<file path="src/rtl/roic_serial_rx_if.sv">
// Link-side bundle for roic_serial_rx: serial clock/data in, decoded words and frame status out.
// The err_clr/err_count pair exists only when ROIC_RX_ERRCNT_EN is defined.
interface roic_serial_rx_if #(
   parameter int WORD_BITS = 10
);
   logic                 ClkIn;
   logic                 DataIn;
   logic [WORD_BITS-1:0] word_data;
   logic [2:0]           word_idx;
   logic                 word_valid;
   logic                 frame_done;
   logic                 frame_err;
   logic                 busy;
`ifdef ROIC_RX_ERRCNT_EN
   logic                 err_clr;
   logic [7:0]           err_count;

   modport master (
      output ClkIn, DataIn, err_clr,
      input  word_data, word_idx, word_valid, frame_done, frame_err, busy, err_count
   );

   modport slave (
      input  ClkIn, DataIn, err_clr,
      output word_data, word_idx, word_valid, frame_done, frame_err, busy, err_count
   );
`else
   modport master (
      output ClkIn, DataIn,
      input  word_data, word_idx, word_valid, frame_done, frame_err, busy
   );

   modport slave (
      input  ClkIn, DataIn,
      output word_data, word_idx, word_valid, frame_done, frame_err, busy
   );
`endif
endinterface

</file>
<file path="src/rtl/roic_serial_rx.sv">
// Oversampling receiver for the ROIC Sout serial stream: preamble lock, MSB-first word deserialisation, trailer check.
// Optional saturating error counter enabled by defining ROIC_RX_ERRCNT_EN.
module roic_serial_rx #(
   parameter int WORD_BITS    = 10,
   parameter int NUM_WORDS    = 5,
   parameter int PREAMBLE_LEN = 10,
   parameter int TRAILER_LEN  = 10,
   parameter int IDLE_TIMEOUT = 255,
   parameter int SYNC_STAGES  = 2
) (
   input logic             fpga_clock,
   input logic             rst,
   roic_serial_rx_if.slave bus
);

   localparam int TO_W  = $clog2(IDLE_TIMEOUT + 1);
   localparam int PRE_W = $clog2(PREAMBLE_LEN + 1);
   localparam int BIT_W = $clog2(WORD_BITS + 1);
   localparam int TRL_W = $clog2(TRAILER_LEN + 1);

   localparam logic [TO_W-1:0]  TO_MAX    = TO_W'(IDLE_TIMEOUT);
   localparam logic [TO_W-1:0]  TO_LAST   = TO_W'(IDLE_TIMEOUT - 1);
   localparam logic [PRE_W-1:0] PRE_LAST  = PRE_W'(PREAMBLE_LEN - 1);
   localparam logic [BIT_W-1:0] BIT_LAST  = BIT_W'(WORD_BITS - 1);
   localparam logic [TRL_W-1:0] TRL_LAST  = TRL_W'(TRAILER_LEN - 1);
   localparam logic [2:0]       WORD_LAST = 3'(NUM_WORDS - 1);

   localparam logic [1:0] S_IDLE  = 2'd0;
   localparam logic [1:0] S_PRE   = 2'd1;
   localparam logic [1:0] S_DATA  = 2'd2;
   localparam logic [1:0] S_TRAIL = 2'd3;

   logic [SYNC_STAGES-1:0] clk_sync;
   logic [SYNC_STAGES-1:0] dat_sync;
   logic                   clk_prev;
   logic [1:0]             state;
   logic [PRE_W-1:0]       pre_cnt;
   logic [BIT_W-1:0]       bit_cnt;
   logic [2:0]             word_cnt;
   logic [TRL_W-1:0]       trl_cnt;
   logic                   trl_bad;
   logic [TO_W-1:0]        to_cnt;
   logic [WORD_BITS-2:0]   shift_reg;
   logic [WORD_BITS-1:0]   shift_next;
   logic [WORD_BITS-1:0]   word_data_q;
   logic [2:0]             word_idx_q;
   logic                   word_valid_q;
   logic                   frame_done_q;
   logic                   frame_err_q;
   logic                   edge_seen;
   logic                   bit_in;
   logic                   timeout_hit;

   // The data line sees the same synchroniser delay as the clock, so its last stage holds the bit launched with the rise.
   assign edge_seen   = clk_sync[SYNC_STAGES-1] & ~clk_prev;
   assign bit_in      = dat_sync[SYNC_STAGES-1];
   assign shift_next  = {shift_reg, bit_in};
   assign timeout_hit = (state != S_IDLE) && !edge_seen && (to_cnt == TO_LAST);

   always_ff @(posedge fpga_clock or posedge rst) begin
      if (rst) begin
         clk_sync     <= '0;
         dat_sync     <= '0;
         clk_prev     <= 1'b0;
         state        <= S_IDLE;
         pre_cnt      <= '0;
         bit_cnt      <= '0;
         word_cnt     <= '0;
         trl_cnt      <= '0;
         trl_bad      <= 1'b0;
         to_cnt       <= '0;
         shift_reg    <= '0;
         word_data_q  <= '0;
         word_idx_q   <= '0;
         word_valid_q <= 1'b0;
         frame_done_q <= 1'b0;
         frame_err_q  <= 1'b0;
      end else begin
         clk_sync     <= {clk_sync[SYNC_STAGES-2:0], bus.ClkIn};
         dat_sync     <= {dat_sync[SYNC_STAGES-2:0], bus.DataIn};
         clk_prev     <= clk_sync[SYNC_STAGES-1];
         word_valid_q <= 1'b0;
         frame_done_q <= 1'b0;
         frame_err_q  <= 1'b0;

         if (state == S_IDLE || edge_seen) begin
            to_cnt <= '0;
         end else if (to_cnt != TO_MAX) begin
            to_cnt <= to_cnt + 1'b1;
         end

         // A stalled link abandons the frame; any partially shifted word is simply forgotten.
         if (timeout_hit) begin
            frame_err_q <= 1'b1;
            state       <= S_IDLE;
            to_cnt      <= '0;
            pre_cnt     <= '0;
            bit_cnt     <= '0;
            word_cnt    <= '0;
            trl_cnt     <= '0;
            trl_bad     <= 1'b0;
         end else if (edge_seen) begin
            case (state)
               S_IDLE: begin
                  if (bit_in) begin
                     pre_cnt <= PRE_W'(1);
                     state   <= S_PRE;
                  end
               end
               S_PRE: begin
                  if (!bit_in) begin
                     pre_cnt <= '0;
                     state   <= S_IDLE;
                  end else if (pre_cnt == PRE_LAST) begin
                     pre_cnt  <= '0;
                     bit_cnt  <= '0;
                     word_cnt <= '0;
                     state    <= S_DATA;
                  end else begin
                     pre_cnt <= pre_cnt + 1'b1;
                  end
               end
               S_DATA: begin
                  shift_reg <= shift_next[WORD_BITS-2:0];
                  if (bit_cnt == BIT_LAST) begin
                     bit_cnt      <= '0;
                     word_data_q  <= shift_next;
                     word_idx_q   <= word_cnt;
                     word_valid_q <= 1'b1;
                     if (word_cnt == WORD_LAST) begin
                        word_cnt <= '0;
                        trl_cnt  <= '0;
                        trl_bad  <= 1'b0;
                        state    <= S_TRAIL;
                     end else begin
                        word_cnt <= word_cnt + 1'b1;
                     end
                  end else begin
                     bit_cnt <= bit_cnt + 1'b1;
                  end
               end
               default: begin
                  if (trl_cnt == TRL_LAST) begin
                     frame_done_q <= ~(trl_bad | bit_in);
                     frame_err_q  <= trl_bad | bit_in;
                     trl_cnt      <= '0;
                     trl_bad      <= 1'b0;
                     state        <= S_IDLE;
                  end else begin
                     trl_cnt <= trl_cnt + 1'b1;
                     trl_bad <= trl_bad | bit_in;
                  end
               end
            endcase
         end
      end
   end

   assign bus.word_data  = word_data_q;
   assign bus.word_idx   = word_idx_q;
   assign bus.word_valid = word_valid_q;
   assign bus.frame_done = frame_done_q;
   assign bus.frame_err  = frame_err_q;
   assign bus.busy       = (state != S_IDLE);

`ifdef ROIC_RX_ERRCNT_EN
   logic [7:0] err_cnt_q;

   // Clear has priority so a clear landing on an error pulse still reads back as zero.
   always_ff @(posedge fpga_clock or posedge rst) begin
      if (rst) begin
         err_cnt_q <= '0;
      end else if (bus.err_clr) begin
         err_cnt_q <= '0;
      end else if (frame_err_q && err_cnt_q != 8'hFF) begin
         err_cnt_q <= err_cnt_q + 8'd1;
      end
   end

   assign bus.err_count = err_cnt_q;
`endif

endmodule

</file>
<file path="src/flat_wrapper.sv">
// flat-port wrapper written by rule: the top's interface ports become plain ports
module roic_serial_rx_flat 
#(
   parameter int WORD_BITS    = 10,
   parameter int NUM_WORDS    = 5,
   parameter int PREAMBLE_LEN = 10,
   parameter int TRAILER_LEN  = 10,
   parameter int IDLE_TIMEOUT = 255,
   parameter int SYNC_STAGES  = 2
)
  (fpga_clock, rst, bus_ClkIn, bus_DataIn, bus_word_data, bus_word_idx, bus_word_valid, bus_frame_done, bus_frame_err, bus_busy);
  roic_serial_rx_if #(.WORD_BITS(WORD_BITS)) bus_i ();
  input logic fpga_clock;
  input logic rst;
  input wire logic [$bits(bus_i.ClkIn)-1:0] bus_ClkIn;
  input wire logic [$bits(bus_i.DataIn)-1:0] bus_DataIn;
  output wire logic [$bits(bus_i.word_data)-1:0] bus_word_data;
  output wire logic [$bits(bus_i.word_idx)-1:0] bus_word_idx;
  output wire logic [$bits(bus_i.word_valid)-1:0] bus_word_valid;
  output wire logic [$bits(bus_i.frame_done)-1:0] bus_frame_done;
  output wire logic [$bits(bus_i.frame_err)-1:0] bus_frame_err;
  output wire logic [$bits(bus_i.busy)-1:0] bus_busy;
  assign bus_i.ClkIn = bus_ClkIn;
  assign bus_i.DataIn = bus_DataIn;
  assign bus_word_data = bus_i.word_data;
  assign bus_word_idx = bus_i.word_idx;
  assign bus_word_valid = bus_i.word_valid;
  assign bus_frame_done = bus_i.frame_done;
  assign bus_frame_err = bus_i.frame_err;
  assign bus_busy = bus_i.busy;
  roic_serial_rx #(.WORD_BITS(WORD_BITS), .NUM_WORDS(NUM_WORDS), .PREAMBLE_LEN(PREAMBLE_LEN), .TRAILER_LEN(TRAILER_LEN), .IDLE_TIMEOUT(IDLE_TIMEOUT), .SYNC_STAGES(SYNC_STAGES)) u_core (.fpga_clock(fpga_clock), .rst(rst), .bus(bus_i));
endmodule
</file>
<file path="config.mk">
export PLATFORM = sky130hd
export DESIGN_NAME = roic_serial_rx_flat
export DESIGN_NICKNAME = d
export VERILOG_FILES = /design/src/rtl/roic_serial_rx_if.sv /design/src/rtl/roic_serial_rx.sv /design/src/flat_wrapper.sv
export SDC_FILE = /design/constraint.sdc
export NUM_CORES = 1
export LEC_CHECK = 0
export ABC_AREA = 1
export BUFFER_PORTS_ARGS = -buffer_cell sky130_fd_sc_hd__buf_4
export CORE_ASPECT_RATIO = 0.6
export CORE_MARGIN = 2
export CORE_UTILIZATION = 60
export DETAILED_ROUTE_END_ITERATION = 10
export MAX_ROUTING_LAYER = met4
export PLACE_DENSITY = 0.83
export SLEW_MARGIN = 30
export SYNTH_ARGS = -nofsm -noshare
export SYNTH_HDL_FRONTEND = slang
export SYNTH_SLANG_ARGS = --single-unit
</file>
<file path="constraint.sdc">
create_clock -name fpga_clock -period 2.4 [get_ports fpga_clock]
set_clock_uncertainty 0.2 [all_clocks]
set_input_delay 0.36 -clock fpga_clock [delete_from_list [all_inputs] [get_ports fpga_clock]]
set_output_delay 0.36 -clock fpga_clock [all_outputs]
set_load 0.005 [all_outputs]
</file>
==> flow_summary_export.csv, run 1 <==
group,metric,value,unit
grt,grtUsageTotal,0.2221,
placement,place_ws,0.2794,ns
sta,rsz0062_at_grt,"no",
floorplanning,die_w,92.81,um
detailed_routing,vias_per_cell,5.252,
sta,fin_tns_setup,0,ns
grt,grt_util_met2,0.3209,
grt,grt_antenna_before_repair,0,
pwr,combPwrFrac,0.323,
hold_path,hp-start,"u_core.clk_sync[0]",
setup_path,cp.arrival,2.16,ns
setup_path,cpMaxStageDelayCell,"dfrtp_1",
pwr,p_int,1.690,mW
layout,final_nets,376,
sta,tightest_slew,0.3587,ns
clock_tree,clock-root-buffer,"clkbuf_8",
grt,use_met1,0.3254,
setup_path,rr_worst_depth,8,
flow_run,maxCapViolations,0,
hold_path,min_to,"u_core.clk_sync[1]",
setup_path,r2r_slack,0.24,ns
setup_path,cpPeakStageDelay,0.41,ns
setup_path,crit_type,"register to register",
grt,top_usage_layer,"met1",
layout,diodes,0,
clock_tree,cts_buffer_depth,2,
pwr,clockPowerShare,0.225,
clock_tree,ctsHtreeMaxLevel,2,
synthesis,synth_compound_area_frac,0.08506,
floorplanning,core.rowCount,19,
hold_path,min_path_type,"register to register",
sta,slew_viol_final,0,
grt,grt_use_met3,0.04756,
clock_tree,cts_resized,0,
floorplanning,die-height,57.28,um
sta,fmaxAchievable,463.7,MHz
layout,layout-drive-gt1-share,0.1579,
grt,grt_pass1_wl,9.128,mm
layout,fill_cells,371,
synthesis,syn_nets,351,
setup_path,crit_required,2.40,ns
sta,final_hold_viol_count,0,
layout,final_common_cell,"nand2_1",
pwr,p_seq_frac,0.452,
placement,place_congestion,0.8530,
hold_path,whs_path_depth,0,
sta,timing.final.crit_share,0.8986,
synthesis,yosysSeqAreaShare,0.4936,
pwr,irDropWorstVdd,606.8,uV
layout,layout_common_cells,"nand2_1, dfrtp_1, inv_1",
clock_tree,cts_sinks,56,
sta,setup_slack,0.2433,ns
pwr,p_sw,0.9641,mW
floorplanning,dieArea,5316,sq um
grt,grt_max_degree,57,
setup_path,worstPathCellList,"inv_1 > ha_1 > a21oi_2 > nand3_4 > a21oi_2 > nand3_1 > nand2_1 > nand2_1",
detailed_routing,routed_wl,5.224,mm
pwr,swShare,0.3633,
synthesis,synth-xor-area-share,0.01543,
floorplanning,initial_core_util,0.6220,
setup_path,crit_fanout,15,
setup_path,timing.rr.start,"u_core.state[0]",
detailed_routing,drtPass1Iterations,4,
synthesis,syn_inst,335,
grt,grt_pass1_vias,2000,
placement,hpwlAfterDp,3.797,mm
synthesis,syn_avg_cell_area,8.475,sq um
clock_tree,clk_latency,0.30,ns
detailed_routing,drt_iter0_drc,137,
layout,area_growth,12.52,%
synthesis,synth-simple-area-share,0.2851,
synthesis,ys_warn_count,0,
placement,io_buffers,20,
detailed_routing,vias,2227,
sta,slew-limit-headroom,0.7600,
sta,period_needed,2.157,ns
clock_tree,cts_tree,"done",
clock_tree,clk_pin_slew,0.09,ns
pwr,p_per_area,830.7,nW/um^2
pwr,leakage,1.593,nW
detailed_routing,wl_per_cell,12.32,um
synthesis,synthMuxAreaShare,0,
synthesis,synth_adder_area_share,0.05289,
pwr,finalPower,2.654,mW
layout,final_util,0.6998,
detailed_routing,ant_nets,0,
clock_tree,cts_buffers,5,
layout,largest_register_ffs,10,
setup_path,crit_path_start_kind,"register",
floorplanning,ios,21,
setup_path,end_kind,"register",
grt,grt-ovfl-total,0,
outcome,status,"finished clean",
detailed_routing,route.detailed.drc,0,
setup_path,r2r-end,"u_core.state[1]",
synthesis,synth_top_family_by_area,"simple AND/OR/NAND/NOR gates",
synthesis,synth.distinct_cells,31,
floorplanning,coreArea,4564,sq um
synthesis,synth_seq_cells,56,
sta,setup_viol,0,
synthesis,syn-cell-area,2839,sq um
per-layer routing:
| metal | routed length (um) | share of wire | vias to the layer above |
|---|---|---|---|
| met5 | 0 | 0 | - |
| met4 | 56 | 0.011 | 0 |
| met3 | 216 | 0.041 | 6 |
| met2 | 2236 | 0.43 | 42 |
| met1 | 2715 | 0.52 | 1048 |
| li1 | - | - | 1131 |
worst max path at each step:
stage                     depth (start not counted)                 end       startpoint
after detailed placement                          8     u_core.state[0]  u_core.state[1]
after global routing                              8  u_core.word_cnt[1]  u_core.state[1]
after global placement                            8     u_core.state[0]  u_core.state[0]
final                                             8     u_core.state[1]  u_core.state[0]
after floorplan                                   1   u_core.bit_cnt[0]              rst
after CTS                                         8  u_core.word_cnt[1]  u_core.state[0]
worst max-delay path, delay by kind of cell, from the launching register on:
| family | cells | cell delay, ns |
|---|---|---|
| buffers and inverters | 1 | 0.09 |
| and+or+nand+nor | 4 | 0.52 |
| adders and majority gates | 1 | 0.30 |
| DFF | 1 | 0.41 |
| AOI/OAI and AO/OA | 2 | 0.54 |
cell type report:
| class | instances | area (sq um) | share of cell area |
|---|---|---|---|
| clock buffer | 6 | 72.57 | 0.02272 |
| inverter | 37 | 138.9 | 0.04348 |
| clock inverter | 2 | 35.03 | 0.01097 |
| tap | 63 | 78.83 | 0.02468 |
| sequential | 56 | 1401 | 0.4387 |
| multi-input combinational | 233 | 1245 | 0.3897 |
| timing repair buffer | 27 | 222.7 | 0.06972 |
logic make-up (layout without fill, tap and decap cells):
| kind of cell | after synthesis | after routing |
|---|---|---|
| AND/OR/NAND/NOR | 172 | 172 |
| flip-flops | 56 | 56 |
| buffers and inverters | 46 | 72 |
| AO/OA/AOI/OAI | 44 | 44 |
| adder cells (fa/ha/maj) | 12 | 12 |
| XOR/XNOR | 5 | 5 |
metrics by stage:
step                      cell area (sq um)  std cells  hold slack [ns]
final                                  3194        424           0.1571
after global routing                   3194        424           0.1750
after CTS                              3194        424           0.1582
after detailed placement               3057        413           0.1370
after global placement                 3057        413           0.1336
after floorplan                        2839        335           0.1312
repair_timing:
action / CTS / global route
hold buffers: 3 / 0
buffers inserted: 0 / 0
hold endpoints to repair: 58 / 0
power groups by stage:
stage               clock [mW]  combinational (mW)  sequential [mW]
global route             0.643               0.983             1.22
floorplan                    0               0.705             1.17
CTS                      0.608               0.857             1.20
detailed placement           0               0.840             1.22
global placement             0               0.821             1.21
finish                   0.597               0.858             1.20
cell usage after synthesis, drive strengths merged:
library cell / n / area share
a21oi: 4 / 0.0097
a31oi: 2 / 0.0044
buf: 7 / 0.016
clkbuf: 2 / 0.0026
dfrtp: 56 / 0.49
ha: 12 / 0.053
inv: 37 / 0.049
nand2: 92 / 0.13
nand3: 28 / 0.056
nand3b: 1 / 0.0026
nand4: 10 / 0.024
nor2: 34 / 0.061
nor3: 6 / 0.011
o21ai: 37 / 0.067
o31ai: 1 / 0.0044
or2: 1 / 0.0022
xor2: 5 / 0.015
No activity file was read; power rests on OpenSTA's default activity.
==> run 2: changes to the inputs <==
--- a/config.mk
+++ b/config.mk
@@ -11,7 +11,6 @@
 export CORE_MARGIN = 2
 export CORE_UTILIZATION = 60
 export DETAILED_ROUTE_END_ITERATION = 10
-export MAX_ROUTING_LAYER = met4
 export PLACE_DENSITY = 0.83
 export SLEW_MARGIN = 30
 export SYNTH_ARGS = -nofsm -noshare
==> run 2 against run 1 <==
  * Sequential power barely moved
  * Largest cell class unchanged
  * Utilization did not move
  * Sequential cell count did not move
  * Total power barely moved
  * Die area did not move
  * Worst setup slack got worse by 0.0069 ns
  * Register-to-register slack barely moved
  * Final area did not move
  * Count of clock-buffer cells in the layout did not move
  * Cell count did not move
  * Worst hold slack barely moved
  * Highest routed layer unchanged
  * Critical path depth did not move
==> flow_summary_export.csv, run 2 (synthesis results as in run 1) <==
group,metric,value,unit
outcome,status,"finished clean",
layout,layout_common_cells,"nand2_1, dfrtp_1, inv_1",
hold_path,min_path_type,"register to register",
setup_path,crit_required,2.40,ns
setup_path,rr_worst_depth,8,
clock_tree,cts_tree,"done",
floorplanning,ios,21,
placement,hpwlAfterDp,3.797,mm
setup_path,crit_type,"register to register",
pwr,p_per_area,830.6,nW/um^2
sta,tightest_slew,0.3587,ns
sta,timing.final.crit_share,0.9015,
detailed_routing,wl_per_cell,12.32,um
grt,grt_use_met3,0.04756,
layout,largest_register_ffs,10,
placement,place_congestion,0.8400,
flow_run,maxCapViolations,0,
setup_path,end_kind,"register",
grt,grt_antenna_before_repair,0,
placement,io_buffers,20,
sta,setup_viol,0,
floorplanning,initial_core_util,0.6220,
setup_path,cpPeakStageDelay,0.41,ns
setup_path,critPathLaunch,"u_core.state[0]",
grt,grt_pass1_wl,9.121,mm
setup_path,cpMostUsedCell,"nand2_1",
grt,grt_pass1_vias,2001,
sta,slew_viol_final,0,
floorplanning,core.rowCount,19,
floorplanning,die_w,92.81,um
setup_path,cp.depth,8,
grt,grt_util_met2,0.3209,
detailed_routing,drt_iter0_drc,132,
grt,top_usage_layer,"met1",
sta,rsz0062_at_grt,"no",
clock_tree,ctsHtreeMaxLevel,2,
layout,layout-drive-gt1-share,0.1579,
clock_tree,clk_latency,0.30,ns
detailed_routing,drtPass1Iterations,4,
setup_path,crit_fanout,11,
floorplanning,dieArea,5316,sq um
grt,grt-ovfl-total,0,
detailed_routing,vias_per_cell,5.262,
sta,fmaxAchievable,462.2,MHz
clock_tree,cts_sinks,56,
pwr,leakage,1.593,nW
detailed_routing,vias,2231,
grt,grtUsageTotal,0.2152,
clock_tree,cts_buffers,5,
setup_path,worstPathCellList,"inv_1 > ha_1 > a21oi_2 > nand3_1 > nand2_1 > nand2_1 > nand2_1 > nand2_1",
hold_path,hp-start,"u_core.clk_sync[0]",
detailed_routing,route.detailed.drc,0,
detailed_routing,routed_wl,5.223,mm
detailed_routing,ant_nets,0,
layout,fill_cells,371,
clock_tree,clk_pin_slew,0.09,ns
floorplanning,coreArea,4564,sq um
clock_tree,cts_buffer_depth,2,
layout,final_nets,376,
layout,area_growth,12.52,%
setup_path,timing.rr.start,"u_core.state[0]",
floorplanning,die-height,57.28,um
sta,period_needed,2.164,ns
sta,fin_tns_setup,0,ns
setup_path,cpMaxStageDelayCell,"dfrtp_1",
layout,final_common_cell,"nand2_1",
layout,final_util,0.6998,
setup_path,cp.arrival,2.17,ns
pwr,finalPower,2.653,mW
hold_path,whs_path_depth,0,
setup_path,crit_path_start_kind,"register",
sta,slew-limit-headroom,0.7600,
setup_path,path_buf_inv,1,
layout,diodes,0,
sta,final_hold_viol_count,0,
clock_tree,clock-root-buffer,"clkbuf_8",
grt,grt_max_degree,57,
setup_path,cp_top_family,"simple AND/OR/NAND/NOR gates",
grt,use_met1,0.3254,
pwr,irDropWorstVdd,607.0,uV
[run 2: cell counts in the layout (fill, tap and decap cells not counted)]
No cell type changed its count.
[run 2: area by class of cell]
| type | instances | area, sq um | share of cell area |
|---|---|---|---|
| flip-flops and latches | 56 | 1401 | 0.4387 |
| multi-input cells | 233 | 1245 | 0.3897 |
| repair buffers | 27 | 222.7 | 0.06972 |
| inverters | 37 | 138.9 | 0.04348 |
| well taps | 63 | 78.83 | 0.02468 |
| clock buffers | 6 | 72.57 | 0.02272 |
| clock inverters | 2 | 35.03 | 0.01097 |
[run 2: what timing repair did]
item	4_1_cts	5_1_grt
hold buffers	3	0
buffers inserted	0	0
resized for setup	0	0
hold endpoints to repair	58	0
[run 2: path summary, 6_finish.rpt]
kind | to | slack [ns]
worst max-delay path | u_core.word_cnt[1] | 0.24
worst min-delay path | u_core.clk_sync[1] | 0.16
worst max register to register | u_core.word_cnt[1] | 0.24
worst min register to register | u_core.clk_sync[1] | 0.16
max in group asynchronous | u_core.trl_cnt[0] | 1.30
min in group asynchronous | u_core.bus.word_data[2] | 0.43
[run 2: per-layer routing]
metal  share of wire  vias up
met2            0.43       48
met1            0.52     1049
met3           0.043        5
met4          0.0065        0
li1                -     1129
met5               0        -
[run 2: metrics by stage]
stage          worst slack [ns]  cells  hold WS (ns)  cell area [sq um]
2_1_floorplan            0.4687    335        0.1312               2839
3_5_place_dp             0.2794    413        0.1370               3057
5_1_grt                 0.06637    424        0.1750               3194
3_3_place_gp             0.3498    413        0.1336               3057
6_report                 0.2365    424        0.1571               3194
4_1_cts                  0.2553    424        0.1582               3194
[run 2: where the power goes]
group / leakage, nW / internal (mW) / switching, mW / total, mW
sequential: 0.756 / 1.07 / 0.131 / 1.20
combinational: 0.781 / 0.312 / 0.546 / 0.858
clock: 0.0552 / 0.310 / 0.286 / 0.596
==> run 3: changes to the inputs <==
--- a/config.mk
+++ b/config.mk
@@ -5,13 +5,12 @@
 export SDC_FILE = /design/constraint.sdc
 export NUM_CORES = 1
 export LEC_CHECK = 0
-export ABC_AREA = 1
 export BUFFER_PORTS_ARGS = -buffer_cell sky130_fd_sc_hd__buf_4
 export CORE_ASPECT_RATIO = 0.6
 export CORE_MARGIN = 2
-export CORE_UTILIZATION = 60
+export CORE_UTILIZATION = 59
 export DETAILED_ROUTE_END_ITERATION = 10
-export PLACE_DENSITY = 0.83
+export PLACE_DENSITY = 0.82
 export SLEW_MARGIN = 30
 export SYNTH_ARGS = -nofsm -noshare
 export SYNTH_HDL_FRONTEND = slang
==> run 3 against run 2 <==
  * First-iteration DRC count grew 42%
  * Non-clock buffer count up 4
  * Sequential power barely moved
  * Global-route usage is 1.0 points higher
  * Sequential cell count unchanged
  * Sequential share of layout area increased by 0.86 points
  * Synthesized cell count shrank 26%
  * Critical path depth down 2
  * Utilization shrank 0.98 points
  * Combinational power shrank 20%
  * Via count shrank 11%
  * Worst setup slack worse by 0.095 ns
  * Highest routed layer unchanged
==> flow_summary_export.csv, run 3 <==
group,metric,value,unit
detailed_routing,vias_per_cell,5.839,
clock_tree,cts_tree,"done",
synthesis,synth_seq_cells,56,
clock_tree,cts_buffer_depth,2,
synthesis,synth_common_cells,"dfrtp_1, mux2_2, nand2_1",
floorplanning,die_w,92.24,um
detailed_routing,drtPass1Iterations,4,
sta,tightest_slew,0.5998,ns
sta,final_hold_viol_count,0,
clock_tree,clk_latency,0.31,ns
detailed_routing,drt_iter0_drc,187,
layout,final_util,0.6900,
grt,grt-ovfl-total,0,
clock_tree,clock-root-buffer,"clkbuf_8",
detailed_routing,routed_wl,5.472,mm
clock_tree,ctsHtreeMaxLevel,2,
layout,diodes,0,
flow_run,maxCapViolations,0,
grt,grt_antenna_before_repair,0,
floorplanning,dieArea,5253,sq um
synthesis,synth_area_leader_cell,"dfrtp_1",
sta,fin_tns_setup,0,ns
setup_path,r2r_slack,0.14,ns
sta,slew_viol_final,0,
sta,setup_viol,0,
sta,timing.final.crit_share,0.9412,
placement,place_congestion,0.8543,
layout,final_common_cell,"dfrtp_1",
setup_path,cp.arrival,2.25,ns
synthesis,syn-cell-area,2756,sq um
floorplanning,die-height,56.95,um
synthesis,ys_warn_count,0,
layout,final_nets,293,
sta,fmaxAchievable,442.7,MHz
grt,grt_max_degree,34,
detailed_routing,vias,1991,
pwr,finalPower,2.423,mW
pwr,irDropWorstVdd,460.7,uV
floorplanning,ios,21,
hold_path,hp-start,"u_core.clk_sync[0]",
clock_tree,clk_pin_slew,0.10,ns
floorplanning,initial_core_util,0.6071,
grt,grtUsageTotal,0.2256,
setup_path,rr_worst_depth,6,
synthesis,syn_avg_cell_area,11.16,sq um
synthesis,ys_async_sr_fraction,1.000,
sta,period_needed,2.259,ns
detailed_routing,route.detailed.drc,0,
pwr,p_per_area,773.3,nW/um^2
setup_path,crit_required,2.39,ns
placement,hpwlAfterDp,3.860,mm
setup_path,r2r-end,"u_core.trl_cnt[3]",
setup_path,crit_fanout,15,
sta,rsz0062_at_grt,"no",
layout,layout-drive-gt1-share,0.2554,
sta,slew-limit-headroom,0.6002,
setup_path,crit_path_start_kind,"register",
layout,layout_common_cells,"dfrtp_1, buf_4, mux2_2",
placement,io_buffers,20,
detailed_routing,wl_per_cell,16.05,um
setup_path,timing.rr.start,"u_core.state[0]",
hold_path,whs_path_depth,0,
grt,grt_pass1_wl,9.177,mm
setup_path,crit_type,"register to register",
outcome,status,"finished clean",
grt,grt_pass1_vias,1842,
clock_tree,cts_buffers,5,
hold_path,min_path_type,"register to register",
synthesis,yosysSeqAreaShare,0.5084,
setup_path,end_kind,"register",
clock_tree,post_cts_buffers,0,
synthesis,syn_inst,247,
clock_tree,hold_buffers,3,
synthesis,yosysTopAreaCellShare,0.5084,
floorplanning,core.rowCount,19,
hold_path,min_to,"u_core.clk_sync[1]",
synthesis,synth.distinct_cells,51,
detailed_routing,ant_nets,0,
synthesis,syn_nets,263,
clock_tree,cts_resized,0,
floorplanning,coreArea,4541,sq um
layout,area_growth,13.66,%
clock_tree,cts_sinks,56,
synthesis,synth_enable_flop_cells,0,
layout,largest_register_ffs,10,
synthesis,synthFlopType,"dfrtp_1",
synthesis,synth.most_common_cell,"dfrtp_1",
synthesis,synthTopCellsByArea,"dfrtp_1, mux2_2, ha_1",
pwr,leakage,1.452,nW
## run 3: cell count changes after synthesis, sizes merged, moves of 4 or more
cell,change
or3,+4
nor2,-15
mux2,+23
a21oi,+6
xnor2,+4
o21ai,-27
inv,-25
nand4,-5
nand2,-70
nand3,-18
## run 3: where the power goes
part | internal, mW | switching (mW) | total [mW] | leakage, nW
combinational | 0.272 | 0.414 | 0.687 | 0.650
sequential | 1.06 | 0.136 | 1.20 | 0.751
clock | 0.237 | 0.302 | 0.538 | 0.0516
total | 1.57 | 0.853 | 2.42 | 1.45
## run 3: stage by stage
step / area, sq um / hold slack, ns / worst slack (ns) / cells
after CTS: 3133 / 0.1597 / 0.1472 / 341
after global routing: 3133 / 0.1801 / 0.02424 / 341
after floorplan: 2756 / 0.1312 / 0.4366 / 247
after detailed placement: 3007 / 0.1362 / 0.1909 / 330
after global placement: 3007 / 0.1339 / 0.2705 / 330
final: 3133 / 0.1574 / 0.1412 / 341
## run 3: logic make-up after synthesis
kind of cell             share of synthesized area
buffers and inverters                      0.03495
flip-flops                                  0.5084
XOR/XNOR                                   0.02224
AO/OA/AOI/OAI                               0.1026
multiplexers                               0.09396
adder cells (fa/ha/maj)                    0.05447
AND/OR/NAND/NOR                             0.1834
## run 3: layer usage
layer | global-route usage | vias to the layer above | part of all wire
li1 | - | 952 | -
met1 | 0.3699 | 973 | 0.50
met2 | 0.3046 | 57 | 0.42
met3 | 0.04888 | 9 | 0.064
met4 | 0.05757 | 0 | 0.012
met5 | 0 | - | 0
## run 3: final cells by class
cell class | count | area (sq um)
well taps | 63 | 78.83
flip-flops and latches | 56 | 1401
repair buffers | 31 | 252.7
inverters | 12 | 45.04
fillers | 334 | 1408
clock buffers | 6 | 82.58
clock inverters | 2 | 13.76
multi-input cells | 171 | 1259
## run 3: worst max-delay path by stage
stage	cells after the start	startpoint	to
4_1_cts	4	u_core.state[0]	bus_busy
3_3_place_gp	6	u_core.state[0]	u_core.trl_cnt[3]
2_1_floorplan	7	u_core.state[0]	u_core.trl_cnt[3]
6_report	6	u_core.state[0]	u_core.trl_cnt[3]
3_5_place_dp	6	u_core.state[0]	u_core.trl_cnt[3]
5_1_grt	6	u_core.state[0]	u_core.state[0]
## run 3: worst max-delay path, stage by stage (launching register included)
cell     delay [ns]
dfrtp_1        0.41
inv_1          0.10
ha_1           0.41
or4_4          0.66
nand2_1        0.14
a31o_2         0.12
a31oi_1        0.09
